**src/rtl/branch_redirect_ctrl_pkg.sv**
```systemverilog
// Shared definitions for the branch redirect controller.
// State encoding and default flush length.
package branch_redirect_ctrl_pkg;

  localparam logic [1:0] ST_IDLE     = 2'd0;
  localparam logic [1:0] ST_REDIRECT = 2'd1;
  localparam logic [1:0] ST_FLUSH    = 2'd2;

  typedef enum logic [1:0] {
    IDLE     = ST_IDLE,
    REDIRECT = ST_REDIRECT,
    FLUSH    = ST_FLUSH
  } state_e;

  localparam int DEF_FLUSH_CYCLES = 2;

endpackage

```
**src/rtl/branch_redirect_ctrl_sat.sv**
```systemverilog
// Saturating up-counter with synchronous clear.
// Holds at all-ones instead of wrapping.
module sat_counter #(
  parameter int W = 16
) (
  input  logic         clk,
  input  logic         clr,
  input  logic         inc,
  output logic [W-1:0] q
);

  logic [W-1:0] cnt_q, cnt_d;

  // next count: clear wins, then saturating increment
  always_comb begin
    cnt_d = cnt_q;
    if (clr)
      cnt_d = '0;
    else if (inc && (cnt_q != {W{1'b1}}))
      cnt_d = cnt_q + W'(1);
  end

  // count register
  always_ff @(posedge clk) begin
    cnt_q <= cnt_d;
  end

  assign q = cnt_q;

endmodule

```
**src/rtl/branch_redirect_ctrl.sv**
```systemverilog
// Redirects the PC after a taken EX branch and holds
// IF/ID and ID/EX flush for a fixed number of un-stalled cycles.
module branch_redirect_ctrl
  import branch_redirect_ctrl_pkg::*;
#(
  parameter int XLEN         = 32,
  parameter int FLUSH_CYCLES = DEF_FLUSH_CYCLES,
  parameter int CNT_W        = 16
) (
  input  logic             i_Clk,
  input  logic             i_Rst,
  input  logic             i_Ex_Valid,
  input  logic             i_Branch_Taken,
  input  logic [XLEN-1:0]  iv_Target,
  input  logic             i_Stall,
  input  logic             i_Fetch_Ready,
  output logic             o_Pc_Sel,
  output logic [XLEN-1:0]  ov_Redirect_Pc,
  output logic             o_Flush_IF_ID,
  output logic             o_Flush_ID_EX,
  output logic             o_Busy,
  output logic             o_Misalign_Exc,
  output logic [CNT_W-1:0] ov_Redirect_Cnt
);

  localparam int FCW = $clog2(FLUSH_CYCLES + 1);

  state_e          state_q, state_d;
  logic [XLEN-1:0] tgt_q, tgt_d;
  logic [FCW-1:0]  fcnt_q, fcnt_d;
  logic            mis_q, mis_d;
  logic            inc;
  logic            take;

  assign take = i_Ex_Valid & i_Branch_Taken & ~i_Stall;

  // next-state, target capture, flush countdown, misalign pulse
  always_comb begin
    state_d = state_q;
    tgt_d   = tgt_q;
    fcnt_d  = fcnt_q;
    mis_d   = 1'b0;
    inc     = 1'b0;
    unique case (state_q)
      IDLE: begin
        if (take) begin
          if (iv_Target[1:0] == 2'b00) begin
            tgt_d   = iv_Target;
            inc     = 1'b1;
            state_d = REDIRECT;
          end else begin
            mis_d = 1'b1;
          end
        end
      end
      REDIRECT: begin
        if (i_Fetch_Ready) begin
          fcnt_d  = FCW'(FLUSH_CYCLES);
          state_d = FLUSH;
        end
      end
      FLUSH: begin
        if (!i_Stall) begin
          if (fcnt_q == FCW'(1))
            state_d = IDLE;
          else
            fcnt_d = fcnt_q - FCW'(1);
        end
      end
      default: state_d = IDLE;
    endcase
    if (i_Rst) begin
      state_d = IDLE;
      tgt_d   = '0;
      fcnt_d  = '0;
      mis_d   = 1'b0;
      inc     = 1'b0;
    end
  end

  // state, target and flush counter registers
  always_ff @(posedge i_Clk) begin
    state_q <= state_d;
    tgt_q   <= tgt_d;
    fcnt_q  <= fcnt_d;
    mis_q   <= mis_d;
  end

  sat_counter #(.W(CNT_W)) u_cnt (
    .clk (i_Clk),
    .clr (i_Rst),
    .inc (inc),
    .q   (ov_Redirect_Cnt)
  );

  assign o_Pc_Sel       = (state_q == REDIRECT);
  assign o_Flush_IF_ID  = (state_q == REDIRECT) | (state_q == FLUSH);
  assign o_Flush_ID_EX  = o_Flush_IF_ID;
  assign o_Busy         = o_Flush_IF_ID;
  assign o_Misalign_Exc = mis_q;
  assign ov_Redirect_Pc = tgt_q;

endmodule

```
**config.mk**
```make
export PLATFORM = sky130hd
export DESIGN_NAME = branch_redirect_ctrl
export DESIGN_NICKNAME = d
export VERILOG_FILES = /design/src/rtl/branch_redirect_ctrl_pkg.sv /design/src/rtl/branch_redirect_ctrl_sat.sv /design/src/rtl/branch_redirect_ctrl.sv
export SDC_FILE = /design/constraint.sdc
export NUM_CORES = 1
export LEC_CHECK = 0
export BUFFER_PORTS_ARGS = -buffer_cell sky130_fd_sc_hd__buf_2
export CAP_MARGIN = 20
export CELL_PAD_IN_SITES_DETAIL_PLACEMENT = 1
export CELL_PAD_IN_SITES_GLOBAL_PLACEMENT = 1
export CORE_ASPECT_RATIO = 0.7
export CORE_MARGIN = 1
export CORE_UTILIZATION = 35
export CTS_CLUSTER_DIAMETER = 50
export DETAILED_ROUTE_END_ITERATION = 7
export PLACE_DENSITY = 0.87
export RECOVER_POWER = 25
export SLEW_MARGIN = 20
export SYNTH_ARGS = -nofsm -noshare
export SYNTH_HDL_FRONTEND = slang
export SYNTH_SLANG_ARGS = --single-unit
```
**constraint.sdc**
```tcl
create_clock -name i_Clk -period 2.8 [get_ports i_Clk]
set_input_delay 0.42 -clock i_Clk [delete_from_list [all_inputs] [get_ports i_Clk]]
set_output_delay 0.42 -clock i_Clk [all_outputs]
set_load 0.02 [all_outputs]
```
# After elaboration in Yosys (flattened, before gate mapping)

Index checks and enable logic that the tools add are counted.

Bits in registers: 53
Input bits: 38
Output and inout bits: 53
Word-level logic and storage cells: 45

$add $sub $neg: 2
Eq/ne operators: 10
Multiplexer cells: 14
Bitwise gates (word level): 6
Reductions and logical operators: 8

Operators with widths:

| operator                                                              | count |
|---|---|
| 16-bit by 1-bit adder with 16-bit output, second input constant       | 1 |
| 16-bit inequality test, second input constant                         | 1 |
| 2-bit two-way mux                                                     | 7 |
| 2-bit inequality test, second input constant                          | 6 |
| 2-bit case mux with 3 select lines                                    | 1 |
| 1-bit two-way mux                                                     | 5 |
| 5-bit AND reduction                                                   | 1 |
| 2-bit by 1-bit equality test with 1-bit output, second input constant | 2 |
| 2-bit zero test                                                       | 2 |
| 2-bit case mux with 2 select lines                                    | 1 |
| 4-bit AND reduction                                                   | 1 |
| 1-bit inverter                                                        | 3 |
| 3-bit AND reduction                                                   | 1 |
| 3-bit OR reduction                                                    | 1 |
| 1-bit AND                                                             | 2 |
| 2-bit equality test, second input constant                            | 1 |
| 2-bit nonzero test                                                    | 1 |
| 2-bit by 1-bit subtractor with 2-bit output, second input constant    | 1 |
| 1-bit logical AND                                                     | 1 |
| 1-bit bitwise OR                                                      | 1 |

# Depth between registers and ports, before layout

Gate-level depths: netlist of the first run.

Depth in word-level cells: 6
Depth in mapped cells: 8
Gate-level depth less buffers: 6

# By module

Synthesis of the first run repeated with hierarchy kept, for this count alone.

Cells, all modules: 275
Area total of the unflattened synthesis: 2396.0 um^2

Modules (own cells, without submodules):

| module               | instances | cells each | area each (um^2) | seq. area each (um^2) |
|---|---|---|---|---|
| branch_redirect_ctrl | 1         | 176        | 1547.7           | 740.7 |
| sat_counter          | 1         | 99         | 848.3            | 320.3 |

# Least setup slack after synthesis of the first run

OpenSTA, ideal clock, no wires.

Kind: flip-flop to flip-flop
Start point: register state_q[0]
End point: register u_cnt.cnt_q[6] (netlist: u_cnt.q[6])
Library setup time: 123 ps
Data arrival time: 1870 ps
Data required time: 2677 ps
Slack: 806 ps
Cell stages (with the launch flop): 8
Buffers on the path: 1
Clock period less this slack: 1994 ps
Cell sequence: dfxtp_1 inv_1 ha_1 nand4b_4 or3_1 buf_2 a2111oi_2 mux2_1

Cells in the longest elaborated chain, start to end: 4

Ends and longest elaborated chain:

| item                     | line                           | text |
|---|---|---|
| start: declaration       | branch_redirect_ctrl.sv:28     | `state_e state_q, state_d;` |
| start signal: assignment | branch_redirect_ctrl.sv:83     | `state_q <= state_d;` |
| 2-bit zero test          | branch_redirect_ctrl.sv:44     | `unique case (state_q)` |
| 1-bit two-way mux        | branch_redirect_ctrl.sv:44     |  |
| 1-bit two-way mux        | branch_redirect_ctrl.sv:72     | `if (i_Rst) begin` |
| 1-bit logical AND        | branch_redirect_ctrl_sat.sv:19 | `else if (inc && (cnt_q != {W{1'b1}}))` |
| end signal: assignment   | branch_redirect_ctrl_sat.sv:25 | `cnt_q <= cnt_d;` |
| end: declaration         | branch_redirect_ctrl_sat.sv:12 | `logic [W-1:0] cnt_q, cnt_d;` |

Every way passes these cells.
A chain may end at the register's enable or synchronous reset.

# Final worst setup path of the first run

Start point: register state_q[0]
End point: register u_cnt.cnt_q[8] (netlist: u_cnt.q[8])

The elaborated chain is that of the path after synthesis.

==> run summary, run 1 <==
layout cells sized above 1 = 25.5%
Power Density = 532 mW/mm^2
H-tree depth = 2
Synth cell types = 41
FF-to-FF setup slack = 0.46 ns
initial antenna violation count = 0
Overall Power = 1.61 mW
relative slew slack = 50.7%
dpl ws = 0.547 ns
Critical R2R Launch = state_q[0]
Seq/Total Area, Yosys = 44.1%
TritonCTS Buffers = 5
# Post-CTS Setup Buffers = 0
syn avg cell area = 8.51 um^2
fin nets = 411
hold_buf cts = 0
vias in the first global route = 2256
delay-heaviest family, CP = simple AND/OR/NAND/NOR gates
hold endpoint = ov_Redirect_Pc[24]
IO Pins = 91
antenna-violating nets left = 0
area growth from synthesis to layout = 25.4%
clock latency on the worst-skew pair = 0.31 ns
Initial Util = 37.5%
port bufs = 90
antenna cells = 0
Worst Path Buf+Inv = 1
gr usage total = 19.0%
via count = 2329
CTS clk-pin slew, worst paths = 0.10 ns
Routed WL = 6540 um
first-pass GRT wire length = 10700 um
Setup crit start kind = flip-flop
Worst-Margin Slew = 0.737 ns
final core utilization = 47.0%
Largest stage delay, worst path = 0.50 ns
Peak VDD IR = 280 uV
Max Slew Vio Count = 0
leakage power = 1.21 nW
slowest CP cell = nand3b_1
register area = 0.00106 mm^2
RePlAce Congestion = 0.849
Reg2Reg Depth = 6
Syn Std Cell Area = 0.00241 mm^2
Ys Warns = 0
setup tns final = 0 ns
Setup Viol. Count Final = 0
dpl hpwl = 4720 um
CP arrival = 2.55 ns
WL per Instance = 14.2 um
asr flop ratio synth = 0%
multi-input logic area = 0.00124 mm^2
predominant post-synthesis flop cell = dfxtp_1
Syn Inst Count = 283
RSZ-0062 raised after global routing = no
row cnt = 24
clock skew = 0.00817 ns
FILL cells = 841
Synth Net Count = 327
die width = 101 um
CTS sink count = 53
GRT overflow = 0
post-cts sizing count = 0
largest net degree at the start of global routing = 59
most frequent cells in the layout = nand2_1 (70), buf_2 (65), dfxtp_1 (53), a21oi_1 (37), clkbuf_1 (25)
min-delay src = iv_Target[24]
drt pass-1 iters = 4
Yosys reg bits = 53
DR iter-0 viols = 66
status = complete, no violations
WHS Path Cells = 3
CTS Buffer Depth = 2
hold slack final = 0.337 ns
Final Hold Fails = 0
Critical Path RT = 3.01 ns
fin crit period = 2.34 ns
fmax = 427 MHz
cells along the critical path = inv_1 -> ha_1 -> nand4b_1 -> nand3b_1 -> nor4b_1 -> mux2_2
Remaining DRCs = 0
fin worst setup slack = 0.457 ns
Max-Cap Viols = 0
CTS tree = built
Root Buffer = clkbuf_8
most common cell after layout, fill and taps aside = nand2_1
Via density = 5.07
worst hold path type = in2reg
die area = 0.00722 mm^2
worst flop-to-flop path endpoint = u_cnt.q[8]
Core ar. = 0.00643 mm^2
crit path kind = reg2reg
Worst Path Max Fanout = 13
Die Ht = 71.4 um
period utilization = 83.7%
Setup crit end kind = flip-flop
Post-synth EDFFs = 0
## worst max-delay path by stage
stage,start,end,slack [ns],cells after the start
6_report,state_q[0],u_cnt.q[8],0.46,6
5_1_grt,state_q[0],u_cnt.q[8],0.31,6
4_1_cts,state_q[0],u_cnt.q[6],0.53,6
3_5_place_dp,state_q[0],u_cnt.q[6],0.55,6
3_3_place_gp,state_q[0],u_cnt.q[6],0.64,6
2_1_floorplan,state_q[0],u_cnt.q[6],0.81,7
## final cells by class
| cell class | instances | share of cell area (%) |
|---|---|---|
| multi-input combinational | 207 | 41.2 |
| inverter | 7 | 0.870 |
| clock buffer | 5 | 2.28 |
| clock inverter | 3 | 2.15 |
| tap | 91 | 3.77 |
| sequential | 53 | 35.1 |
| timing repair buffer | 93 | 14.6 |
## stage by stage
| stage | cells | cell area [um^2] |
|---|---|---|
| after floorplan | 283 | 2410 |
| after detailed placement | 451 | 2930 |
| after global placement | 451 | 2930 |
| after CTS | 459 | 3070 |
| final | 459 | 3020 |
| after global routing | 459 | 3020 |
## power breakdown
part	internal, mW	switching [mW]	total [mW]
combinational	0.0779	0.131	0.209
clock	0.355	0.264	0.619
sequential	0.770	0.00898	0.779
total	1.20	0.404	1.61
## synth_stat cells (3+ instances only)
cell | instances | area [um^2]
a21oi_1 | 37 | 185
and3_1 | 3 | 18.8
buf_1 | 4 | 15.0
clkbuf_1 | 9 | 33.8
dfxtp_1 | 53 | 1060
ha_1 | 6 | 75.1
inv_1 | 7 | 26.3
mux2_2 | 9 | 101
nand2_1 | 70 | 263
nand3_1 | 8 | 40.0
nor2_1 | 14 | 52.6
nor2b_1 | 13 | 81.3
nor4_1 | 4 | 25.0
o21ai_0 | 5 | 25.0
o41ai_1 | 3 | 26.3
or4_1 | 5 | 37.5
## state kept, by name (all words and copies together), names as in the netlist
name and count:
ov_Redirect_Pc 32, fcnt_q 2, u_cnt.q 16, state_q 2
o_Misalign_Exc 1
## worst reg2reg max path: stages (launching register included)
cell and delay, ns:
dfxtp_1 0.34, inv_1 0.11, ha_1 0.21, nand4b_1 0.21, nand3b_1 0.50, nor4b_1 0.49, mux2_2 0.38
## cell families (layout without fill, tap and decap cells)
family | Yosys count | count (layout) | synth area share (%)
and+or+nand+nor | 134 | 134 | 29.4
AOI/OAI and AO/OA | 54 | 54 | 13.6
DFF | 53 | 53 | 44.1
buffers and inverters | 23 | 108 | 3.95
muxes | 13 | 13 | 5.97
adders and majority gates | 6 | 6 | 3.12
## per-layer routing
layer | vias up | wire length, um | global-route usage, % | part of all wire, %
met3 | 8 | 375 | 4.20 | 5.7
li1 | 1148 | - | - | -
met1 | 1102 | 3010 | 24.9 | 46
met5 | - | 0 | 0 | 0
met4 | 0 | 72 | 5.48 | 1.1
met2 | 71 | 3080 | 31.5 | 47
No activity file was read; power rests on OpenSTA's default activity.
==> run 2: changes to the inputs <==
==> constraint.sdc (replaced) <==
create_clock -name i_Clk -period 2.2 [get_ports i_Clk]
set_input_delay 0.33 -clock i_Clk [delete_from_list [all_inputs] [get_ports i_Clk]]
set_output_delay 0.33 -clock i_Clk [all_outputs]
set_load 0.02 [all_outputs]
==> run 2 against run 1 <==
Effect of this change:
- cell area up 2.0%
- sequential power grew 27%
- critical path depth did not move
- wire length increased by 5.1%
- critical endpoint is now u_cnt.q[6]
- die area unchanged
==> run summary, run 2 (same netlist as run 1, synthesis figures left out) <==
status = complete, no violations (unchanged)
dpl hpwl = 4990 um (was 4720 um)
DR iter-0 viols = 80 (was 66)
worst hold path type = in2reg (unchanged)
initial antenna violation count = 0 (unchanged)
crit path kind = reg2reg (unchanged)
Routed WL = 6870 um (was 6540 um)
Core ar. = 0.00643 mm^2 (unchanged)
GRT overflow = 0 (unchanged)
layout cells sized above 1 = 27.8% (was 25.5%)
Overall Power = 1.91 mW (was 1.61 mW)
final instance area = 0.00308 mm^2 (was 0.00302 mm^2)
hold slack final = 0.256 ns (was 0.337 ns)
leakage power = 1.23 nW (was 1.21 nW)
Critical R2R Launch = state_q[0] (unchanged)
CP arrival = 2.28 ns (was 2.55 ns)
Remaining DRCs = 0 (unchanged)
fin nets = 418 (was 411)
Power Density = 620 mW/mm^2 (was 532 mW/mm^2)
hold_buf cts = 0 (unchanged)
multi-input logic area = 0.00128 mm^2 (was 0.00124 mm^2)
period utilization = 95.2% (was 83.7%)
Root Buffer = clkbuf_8 (unchanged)
Largest stage delay, worst path = 0.40 ns (was 0.50 ns)
RePlAce Congestion = 0.832 (was 0.849)
worst flop-to-flop path endpoint = u_cnt.q[6] (was u_cnt.q[8])
most frequent cells in the layout = nand2_1 (70), buf_2 (64), dfxtp_1 (53), a21oi_1 (37), clkbuf_1 (26) (was nand2_1 (70), buf_2 (65), dfxtp_1 (53), a21oi_1 (37), clkbuf_1 (25))
setup tns final = 0 ns (unchanged)
clock latency on the worst-skew pair = 0.30 ns (was 0.31 ns)
register area = 0.00106 mm^2 (unchanged)
most common cell after layout, fill and taps aside = nand2_1 (unchanged)
slowest CP cell = or3_4 (was nand3b_1)
Worst Path Max Fanout = 6 (was 13)
Via density = 5.05 (was 5.07)
Max-Cap Viols = 0 (unchanged)
gr usage total = 19.6% (was 19.0%)
CTS sink count = 53 (unchanged)
Reg2Reg Depth = 6 (unchanged)
Cell Area, Placed = 0.00298 mm^2 (was 0.00293 mm^2)
first-pass GRT wire length = 11300 um (was 10700 um)
Setup crit start kind = flip-flop (unchanged)
min-delay src = iv_Target[15] (was iv_Target[24])
dpl ws = 0.0181 ns (was 0.547 ns)
largest net degree at the start of global routing = 59 (unchanged)
RSZ-0062 raised after global routing = no (unchanged)
Final Hold Fails = 0 (unchanged)
Setup Viol. Count Final = 0 (unchanged)
antenna cells = 0 (unchanged)
CTS Buffer Depth = 2 (unchanged)
# Post-CTS Setup Buffers = 0 (unchanged)
Worst Path Buf+Inv = 1 (unchanged)
WL per Instance = 14.8 um (was 14.2 um)
WHS Path Cells = 3 (unchanged)
cells along the critical path = inv_1 -> ha_1 -> nand4b_4 -> or3_4 -> a2111oi_2 -> mux2_1 (was inv_1 -> ha_1 -> nand4b_1 -> nand3b_1 -> nor4b_1 -> mux2_2)
port bufs = 90 (unchanged)
CTS tree = built (unchanged)
Critical Path RT = 2.39 ns (was 3.01 ns)
Die Ht = 71.4 um (unchanged)
Worst-Margin Slew = 0.606 ns (was 0.737 ns)
fmax = 478 MHz (was 427 MHz)
H-tree depth = 2 (unchanged)
CTS clk-pin slew, worst paths = 0.09 ns (was 0.10 ns)
clock skew = 0.00479 ns (was 0.00817 ns)
via count = 2349 (was 2329)
fin worst setup slack = 0.107 ns (was 0.457 ns)
area growth from synthesis to layout = 27.8% (was 25.4%)
hold endpoint = ov_Redirect_Pc[15] (was ov_Redirect_Pc[24])
TritonCTS Buffers = 5 (unchanged)
Max Slew Vio Count = 0 (unchanged)
vias in the first global route = 2391 (was 2256)
Setup crit end kind = flip-flop (unchanged)
drt pass-1 iters = 4 (unchanged)
fin crit period = 2.09 ns (was 2.34 ns)
Peak VDD IR = 409 uV (was 280 uV)
FILL cells = 826 (was 841)
delay-heaviest family, CP = simple AND/OR/NAND/NOR gates (unchanged)
die width = 101 um (unchanged)
relative slew slack = 59.6% (was 50.7%)
max FFs per register = 32 (unchanged)
antenna-violating nets left = 0 (unchanged)
FF-to-FF setup slack = 0.11 ns (was 0.46 ns)
row cnt = 24 (unchanged)
Initial Util = 37.5% (unchanged)
die area = 0.00722 mm^2 (unchanged)
IO Pins = 91 (unchanged)
[run 2: report_power, final]
group          switching (mW)  internal [mW]  total, mW
registers              0.0114          0.980      0.991
logic                   0.169          0.103      0.272
clock network           0.313          0.331      0.645
total                   0.494           1.41       1.91
[run 2: worst reg2reg max path: stages (launching register included)]
cell and delay (ns):
dfxtp_1 0.34, inv_1 0.11, ha_1 0.25, nand4b_4 0.15
or3_4 0.40, a2111oi_2 0.38, mux2_1 0.36
[run 2: through the flow]
| stage | utilization [%] | std cells |
|---|---|---|
| floorplan | - | 283 |
| global placement | 46.4 | 458 |
| detailed placement | 46.4 | 458 |
| CTS | 48.1 | 465 |
| global route | 47.9 | 465 |
| finish | 47.9 | 465 |
[run 2: layout make-up]
cell class,instances,area share (%)
multi-input cells,207,41.6
clock buffers,5,2.23
flip-flops and latches,53,34.5
repair buffers,100,16.0
inverters,7,0.853
clock inverters,2,1.14
well taps,91,3.70
[run 2: routing by layer]
layer,global-route usage (%),part of all wire (%)
met1,25.2,46
met2,33.7,48
met3,4.00,5.6
met4,4.67,0.74
met5,0,0
[run 2: timing repair]
item                                    in CTS  in global routing
resized for setup                            1                  3
cloned                                       0                  0
endpoints found under the setup margin       1                  2
pin swaps                                    0                  0
[run 2: worst max path at each step]
stage                 end  depth (start not counted)  slack, ns  startpoint
2_1_floorplan  u_cnt.q[6]                          7       0.21  state_q[0]
3_3_place_gp   u_cnt.q[6]                          6       0.15  state_q[0]
3_5_place_dp   u_cnt.q[6]                          6       0.02  state_q[0]
4_1_cts        u_cnt.q[8]                          7       0.06  state_q[0]
5_1_grt        u_cnt.q[6]                          6      0.006  state_q[0]
6_report       u_cnt.q[6]                          6       0.11  state_q[0]
